--- config.mk ---
export PLATFORM = sky130hd
export DESIGN_NAME = cpu_adr_idu
export DESIGN_NICKNAME = d
export VERILOG_FILES = /design/src/rtl/cpu_adr_idu.sv
export SDC_FILE = /design/constraint.sdc
export NUM_CORES = 1
export LEC_CHECK = 0
export ABC_CLOCK_PERIOD_IN_PS = 3600
export CAP_MARGIN = 0
export CELL_PAD_IN_SITES_DETAIL_PLACEMENT = 1
export CELL_PAD_IN_SITES_GLOBAL_PLACEMENT = 1
export CORE_MARGIN = 2
export CORE_UTILIZATION = 29
export CTS_BUF_LIST = sky130_fd_sc_hd__clkbuf_8
export CTS_CLUSTER_DIAMETER = 60
export DETAILED_ROUTE_END_ITERATION = 6
export PLACE_DENSITY_LB_ADDON = 0.1
export SLEW_MARGIN = 10
export SYNTH_ARGS = -nofsm -noshare
export SYNTH_HDL_FRONTEND = slang
export SYNTH_SLANG_ARGS = --single-unit
--- constraint.sdc ---
create_clock -name clk -period 3.6 [get_ports clk]
set_input_delay 0.36 -clock clk [delete_from_list [all_inputs] [get_ports clk]]
set_output_delay 0.36 -clock clk [all_outputs]
set_load 0.005 [all_outputs]
--- src/rtl/cpu_adr_idu.sv ---
// Address-bus latch and 16-bit increment/decrement unit.
// Latches one address source per M-cycle and writes adr/adr+1/adr-1 back at T3.
module cpu_adr_idu #(
    parameter logic [15:0] RESET_ADR = 16'h0000
) (
    input  logic        clk,
    input  logic        nreset,
    input  logic        ce,
    input  logic [2:0]  src_sel,
    input  logic [1:0]  idu_op,
    input  logic [2:0]  wb_dst,
    input  logic [15:0] reg_pc,
    input  logic [15:0] reg_sp,
    input  logic [15:0] reg_hl,
    input  logic [15:0] reg_bc,
    input  logic [15:0] reg_de,
    input  logic [15:0] reg_wz,
    input  logic [7:0]  lo,
    output logic [15:0] adr,
    output logic [1:0]  t_state,
    output logic        m_end,
    output logic [15:0] wb_data,
    output logic [6:0]  wb_we
);

    typedef enum logic [1:0] {
        OP_NONE = 2'd0,
        OP_PASS = 2'd1,
        OP_INC  = 2'd2,
        OP_DEC  = 2'd3
    } op_t;

    logic [1:0]  t_q;
    op_t         op_q;
    logic [2:0]  dst_q;
    logic [15:0] adr_q;
    logic [15:0] src_adr;

    always_comb begin
        src_adr = adr_q;
        case (src_sel)
            3'd0:    src_adr = reg_pc;
            3'd1:    src_adr = reg_sp;
            3'd2:    src_adr = reg_hl;
            3'd3:    src_adr = reg_bc;
            3'd4:    src_adr = reg_de;
            3'd5:    src_adr = reg_wz;
            3'd6:    src_adr = {8'hff, lo};
            default: src_adr = adr_q;
        endcase
    end

    // Sources are sampled only on the T4->T1 edge, so adr holds a full M-cycle.
    always_ff @(posedge clk or negedge nreset) begin
        if (!nreset) begin
            t_q   <= 2'd3;
            adr_q <= RESET_ADR;
            op_q  <= OP_NONE;
            dst_q <= 3'd0;
        end else if (ce) begin
            t_q <= t_q + 2'd1;
            if (t_q == 2'd3) begin
                adr_q <= src_adr;
                op_q  <= op_t'(idu_op);
                dst_q <= wb_dst;
            end
        end
    end

    always_comb begin
        wb_data = adr_q;
        case (op_q)
            OP_INC:  wb_data = adr_q + 16'd1;
            OP_DEC:  wb_data = adr_q - 16'd1;
            default: wb_data = adr_q;
        endcase
    end

    // nreset gates the strobe so a reset at T3 cannot leak a partial write.
    always_comb begin
        wb_we = 7'd0;
        if (nreset && ce && t_q == 2'd2 && op_q != OP_NONE
            && dst_q != 3'd0 && dst_q != 3'd7)
            wb_we[dst_q] = 1'b1;
    end

    assign adr     = adr_q;
    assign t_state = t_q;
    assign m_end   = (t_q == 2'd3);

endmodule
[Word-level counts from Yosys, hierarchy flattened]
Cells that the tools add are included.
Cells by class
  muxes and demuxes: 5
  shift operators: 0
  bitwise operators: 0
  add/subtract/negate cells: 3
  reductions and logical operators: 12
  equality and inequality tests: 11
  div/mod/pow operators: 0
  multiply operators: 0
  magnitude comparators: 2
Operators with widths (count)
  16-bit case mux with 7 select lines: 1
  16-bit case mux with 2 select lines: 1
  16-bit by 1-bit adder with 16-bit output (second input constant): 1
  16-bit by 1-bit subtractor with 16-bit output (second input constant): 1
  3-bit equality test (second input constant): 3
  2-bit equality test (second input constant): 4
  7-bit 2-to-1 mux: 1
  7-bit nonzero test: 1
  3-bit by 2-bit equality test with 1-bit output (second input constant): 2
  1-bit logical AND: 6
  3-bit by 4-bit less-than comparator with 1-bit output (second input constant): 1
  1-bit demux with 3-bit select: 1
  3-bit by 1-bit equality test with 1-bit output (second input constant): 1
  3-bit by 1-bit greater-or-equal comparator with 1-bit output (second input constant): 1
  3-bit zero test: 1
  3-bit inequality test (second input constant): 1
  3-bit AND reduction: 1
  3-bit nonzero test: 1
  2-bit by 1-bit adder with 2-bit output (second input constant): 1
  2-bit AND reduction: 1
  2-bit nonzero test: 1
  1-bit 2-to-1 mux: 1
Word-level totals
  latch bits: 0
  bits in registers: 23
  input port bits: 115
  memories kept: 0
  memory bits (writable): 0
  word-level logic and storage cells: 37
  ROM bits: 0
  output and inout port bits: 42

[Longest topological paths before layout]
  word-level depth: 6
  gate-level depth with buffers: 10
  mapped depth without buffers: 8

[Worst setup path after synthesis]
No wires, ideal clock.
  path kind: reg2out
  start point: reg op_q[0]
  end point: out wb_data[8]
  path slack: 1.116 ns
  required time: 3.240 ns
  path buffers: 2
  stages on the path, launching flop included: 11
  arrival: 2.124 ns
  path through: dfrtp_1 -> buf_4 -> nand2_1 -> buf_2 -> xnor2_1 -> ha_1 -> nor3_1 -> a31oi_1 -> a21oi_1 -> mux2_2 -> xnor2_1
Between the ends
  longest elaborated chain between the ends: 2
  elaborated cells between the ends (all ways): 3
  those cells by class: eq/ne: 2; mux: 1
Ends and longest elaborated chain
  start, declared: RTL line 34  | op_t op_q;
  start signal, assigned: RTL line 64  | op_q <= op_t'(idu_op);
  2-bit equality test: RTL line 72  | case (op_q)
  16-bit case mux with 2 select lines *: RTL line 72
  end, declared: RTL line 22  | output logic [15:0] wb_data,
Mark *: on every way between the ends. The rest lies on a longest branch, timed or not.

[Worst setup path in the final report]
  start point: reg adr_q[1], in the netlist adr[1]
  end point: out wb_data[8]
Between the ends
  longest elaborated chain between the ends: 2
  elaborated cells between the ends (all ways): 3
  those cells by class: add/sub: 2; mux: 1
Ends and longest elaborated chain
  start, declared: RTL line 36  | logic [15:0] adr_q;
  start signal, assigned: RTL line 63  | adr_q <= src_adr;
  16-bit by 1-bit subtractor with 16-bit output or 16-bit by 1-bit adder with 16-bit output (tied branches): RTL line 74, 73
  16-bit case mux with 2 select lines *: RTL line 72
Marked as above.

==> impl_results.md <==
- Drt total wl: 9.687 mm
- Max Clock Freq: 0.3021 GHz
- Fraction of layout cells with a size suffix above 1: 0.08613
- Yosys top cell area share: 0.1960
- Total standard cell area after synthesis: 2681 µm²
- Final net count: 595
- Count of unique library cells instantiated by Yosys: 58
- Worst clock skew on the final layout: 0.002838 ns
- DRC marker count from the first detailed-route iteration: 67
- Post-route non-filler standard cell count: 587
- Count leader, synth: sky130_fd_sc_hd__nand2_1
- Final total power: 2425 µW
- Antenna violations before repair: 0
- Root cell of the clock tree: sky130_fd_sc_hd__clkbuf_8
- Post-synth ARST share: 1.000
- Area contributors post-synth: sky130_fd_sc_hd__dfrtp_1, sky130_fd_sc_hd__mux2i_1, sky130_fd_sc_hd__nand2_1
- Most repeated library cell on the critical path: sky130_fd_sc_hd__xnor2_1
- Average footprint of a synthesized cell: 7.840 µm²
- Remaining antenna violation count: 0
- Io pins: 157
- Biggest fanout along the worst timing path: 12
- Height of the die: 100.2 µm
- Post-CTS setup buffers: 0
- Post-Place Cells: 583
- Max-capacitance violation count: 0
- Routed wirelength normalized by instance count: 16.50 µm
- Critical register-to-register path endpoint: adr[2]$_DFFE_PN0P_
- Diode insertion count for antenna repair: 0
- CTS clk-pin slew, worst paths: 0.08 ns
- Number of cell instances on the worst register-to-register path: 4
- Tightest slew margin relative to the limit: 0.4208
- Leakage dissipation: 0.001734 µW
- Ordered list of cells on the worst path: xnor2_1, ha_1, nor3_1, a31oi_1, a21oi_1, mux2_2, xnor2_1, clkdlybuf4s50_1
- Horiz. Die Dim: 100.2 µm
- Number of resized instances in the post-cts repair step: 0
- Number of global-route vias before repair: 3197
- Yosys warns: 0
- Power density over cell area: 565.4 nW/µm²
- DRC Markers: 0
- Startpoint of the most critical register-to-register path: t_state[0]$_DFFE_PN1P_
- Result of the run: finished, final reports clean
- Post-synthesis to final-layout area growth: 59.92%
- Peak supply drop: 0.0002533 V
- Placer's final routability congestion estimate: 0.8203
- Cell Rows: 35
- Setup repair after global routing missed its margin: no
- Half-perimeter wire length after detailed placement: 8.021 mm
- WP data required: 3.24 ns
- Class of the tightest hold or removal check: in2async
- Number of iterations in the first detailed-routing pass: 4
- Hold buffer count at cts: 0
- Slowest library cell on the worst path: sky130_fd_sc_hd__dfrtp_1
- Number of hold violations in the final report: 0
- Net count after synthesis: 460
- Setup TNS: 0 ns
- Clock tree from TritonCTS: built
- CTS sink cnt: 23
- Element type at the critical path end: primary output
- Buffers added on ports: 155
- Critical path's largest stage delay: 0.51 ns
- Flip-flop and latch count after synthesis: 23
- Data arrival, critical path: 2.95 ns
- Shortest clock period the worst path allows after layout: 3.310 ns
- Global-route wire length before repair: 15.73 mm
- Detailed-route via count: 3044
- Die Footprint: 10030 µm²
- Critical path start-end classification: reg2out
- Largest net degree at the start of global routing: 37
- H-tree Lvls: 1
- Slack of the worst reg-to-reg path: 1.76 ns
- Commonest register cell after synthesis: sky130_fd_sc_hd__dfrtp_1
- Number of enable flip-flop cells after synthesis: 0
- Number of buffers on the longest clock path: 2
- Insertion delay of the later-clocked pin in the worst-skew pair: 0.26 ns
- Final setup vio count: 0
- Biggest area consumer among synthesized cells: sky130_fd_sc_hd__dfrtp_1
- Post-synth top cells: sky130_fd_sc_hd__nand2_1, sky130_fd_sc_hd__nor2_1, sky130_fd_sc_hd__mux2i_1
- CP startpoint: adr[1]$_DFFE_PN0P_
- Grt total ovfl: 0
- Gate count of the mapped netlist: 342
- Share of the yosys chip area belonging to registers: 0.2156
- Post-route clock period utilization: 0.9195
- Utilization of the core after routing: 0.4707
- Final Slew Violations: 0
- Via density: 5.186
- Measured slew at the worst slew-check pin: 0.8688 ns
- Overall fraction of global-route tracks in use: 0.1943
- Starting density of the core: 0.2944
- End point of the critical path: wb_data[8]
- CP Launch Type: flip-flop
- Total core area: 9109 µm²
- Number of clock buffers inserted by TritonCTS: 3
==> sequential cells by signal (all words and copies together) (netlist names) <==
name and flops:
op_q 2, adr 16, dst_q 3, t_state 2
==> critical path: cells and delay by family, from the launching register on <==
family                   cells  cell delay (ns)
AO/OA/AOI/OAI                2             0.40
XOR/XNOR                     2             0.32
adder cells (fa/ha/maj)      1             0.24
buffers and inverters        1             0.51
flip-flops                   1             0.51
multiplexers                 1             0.38
AND/OR/NAND/NOR              1             0.32
==> logic make-up (layout without fill, tap and decap cells) <==
logic type	count (synthesis)	count (layout)	share of synthesized area
AOI/OAI and AO/OA	93	93	0.2179
xor gates and xnor gates	17	17	0.05553
other	1	1	0.001399
buffers and inverters	40	174	0.07513
muxes	44	44	0.1923
adders and majority gates	3	3	0.01400
and+or+nand+nor	121	121	0.2282
DFF	23	23	0.2156
==> cell type report <==
cell class,count,area [µm²]
fillers,1119,4821
multi-input cells,279,1902
repair buffers,162,1594
flip-flops and latches,23,578.1
well taps,111,138.9
clock buffers,3,41.29
inverters,8,30.03
clock inverters,1,3.754
==> worst min-delay path by stage <==
stage | start | end | slack, ns | cells past startpoint
final | nreset | op_q[1]$_DFFE_PN0P_ | 0.49 | 2
after global routing | nreset | op_q[1]$_DFFE_PN0P_ | 0.51 | 2
after CTS | nreset | op_q[1]$_DFFE_PN0P_ | 0.50 | 2
after detailed placement | t_state[1]$_DFFE_PN1P_ | t_state[1]$_DFFE_PN1P_ | 0.49 | 2
after global placement | t_state[1]$_DFFE_PN1P_ | t_state[1]$_DFFE_PN1P_ | 0.48 | 2
after floorplan | nreset | adr[0]$_DFFE_PN0P_ | 0.06 | 0
==> power by group <==
group / internal, µW / leakage [µW] / switching, µW
Sequential: 393 / 0.000278 / 247
Combinational: 952 / 0.00143 / 677
Clock: 76.1 / 0.0000269 / 79.6
Total: 1420 / 0.00173 / 1000
==> cell usage in the layout (no fill, tap or decap), drive strengths merged, types with 10 or more instances in the layout <==
master         instances
clkdlybuf4s50        153
nand2                 38
nor2                  30
mux2i                 29
o21ai                 29
a21oi                 21
dfrtp                 21
o22ai                 13
xor2                  10
mux2                  10
==> metrics by stage <==
step / hold WS [ns] / setup WS [ns] / instance area (µm²)
finish: 0.4856 / 0.2900 / 4288
global route: 0.5150 / 0.04229 / 4288
CTS: 0.5017 / 0.2997 / 4288
detailed placement: 0.4926 / 0.5860 / 4243
global placement: 0.4801 / 0.6692 / 4243
floorplan: 0.06441 / 1.116 / 2681
==> per-layer routing <==
layer / share of wire / up-vias / global-route usage
met5: 0 / - / 0
met4: 0.012 / 0 / 0.04742
met3: 0.064 / 9 / 0.03830
met2: 0.49 / 99 / 0.3361
met1: 0.43 / 1430 / 0.2489
li1: - / 1506 / -
No activity file was read; power rests on OpenSTA's default activity.
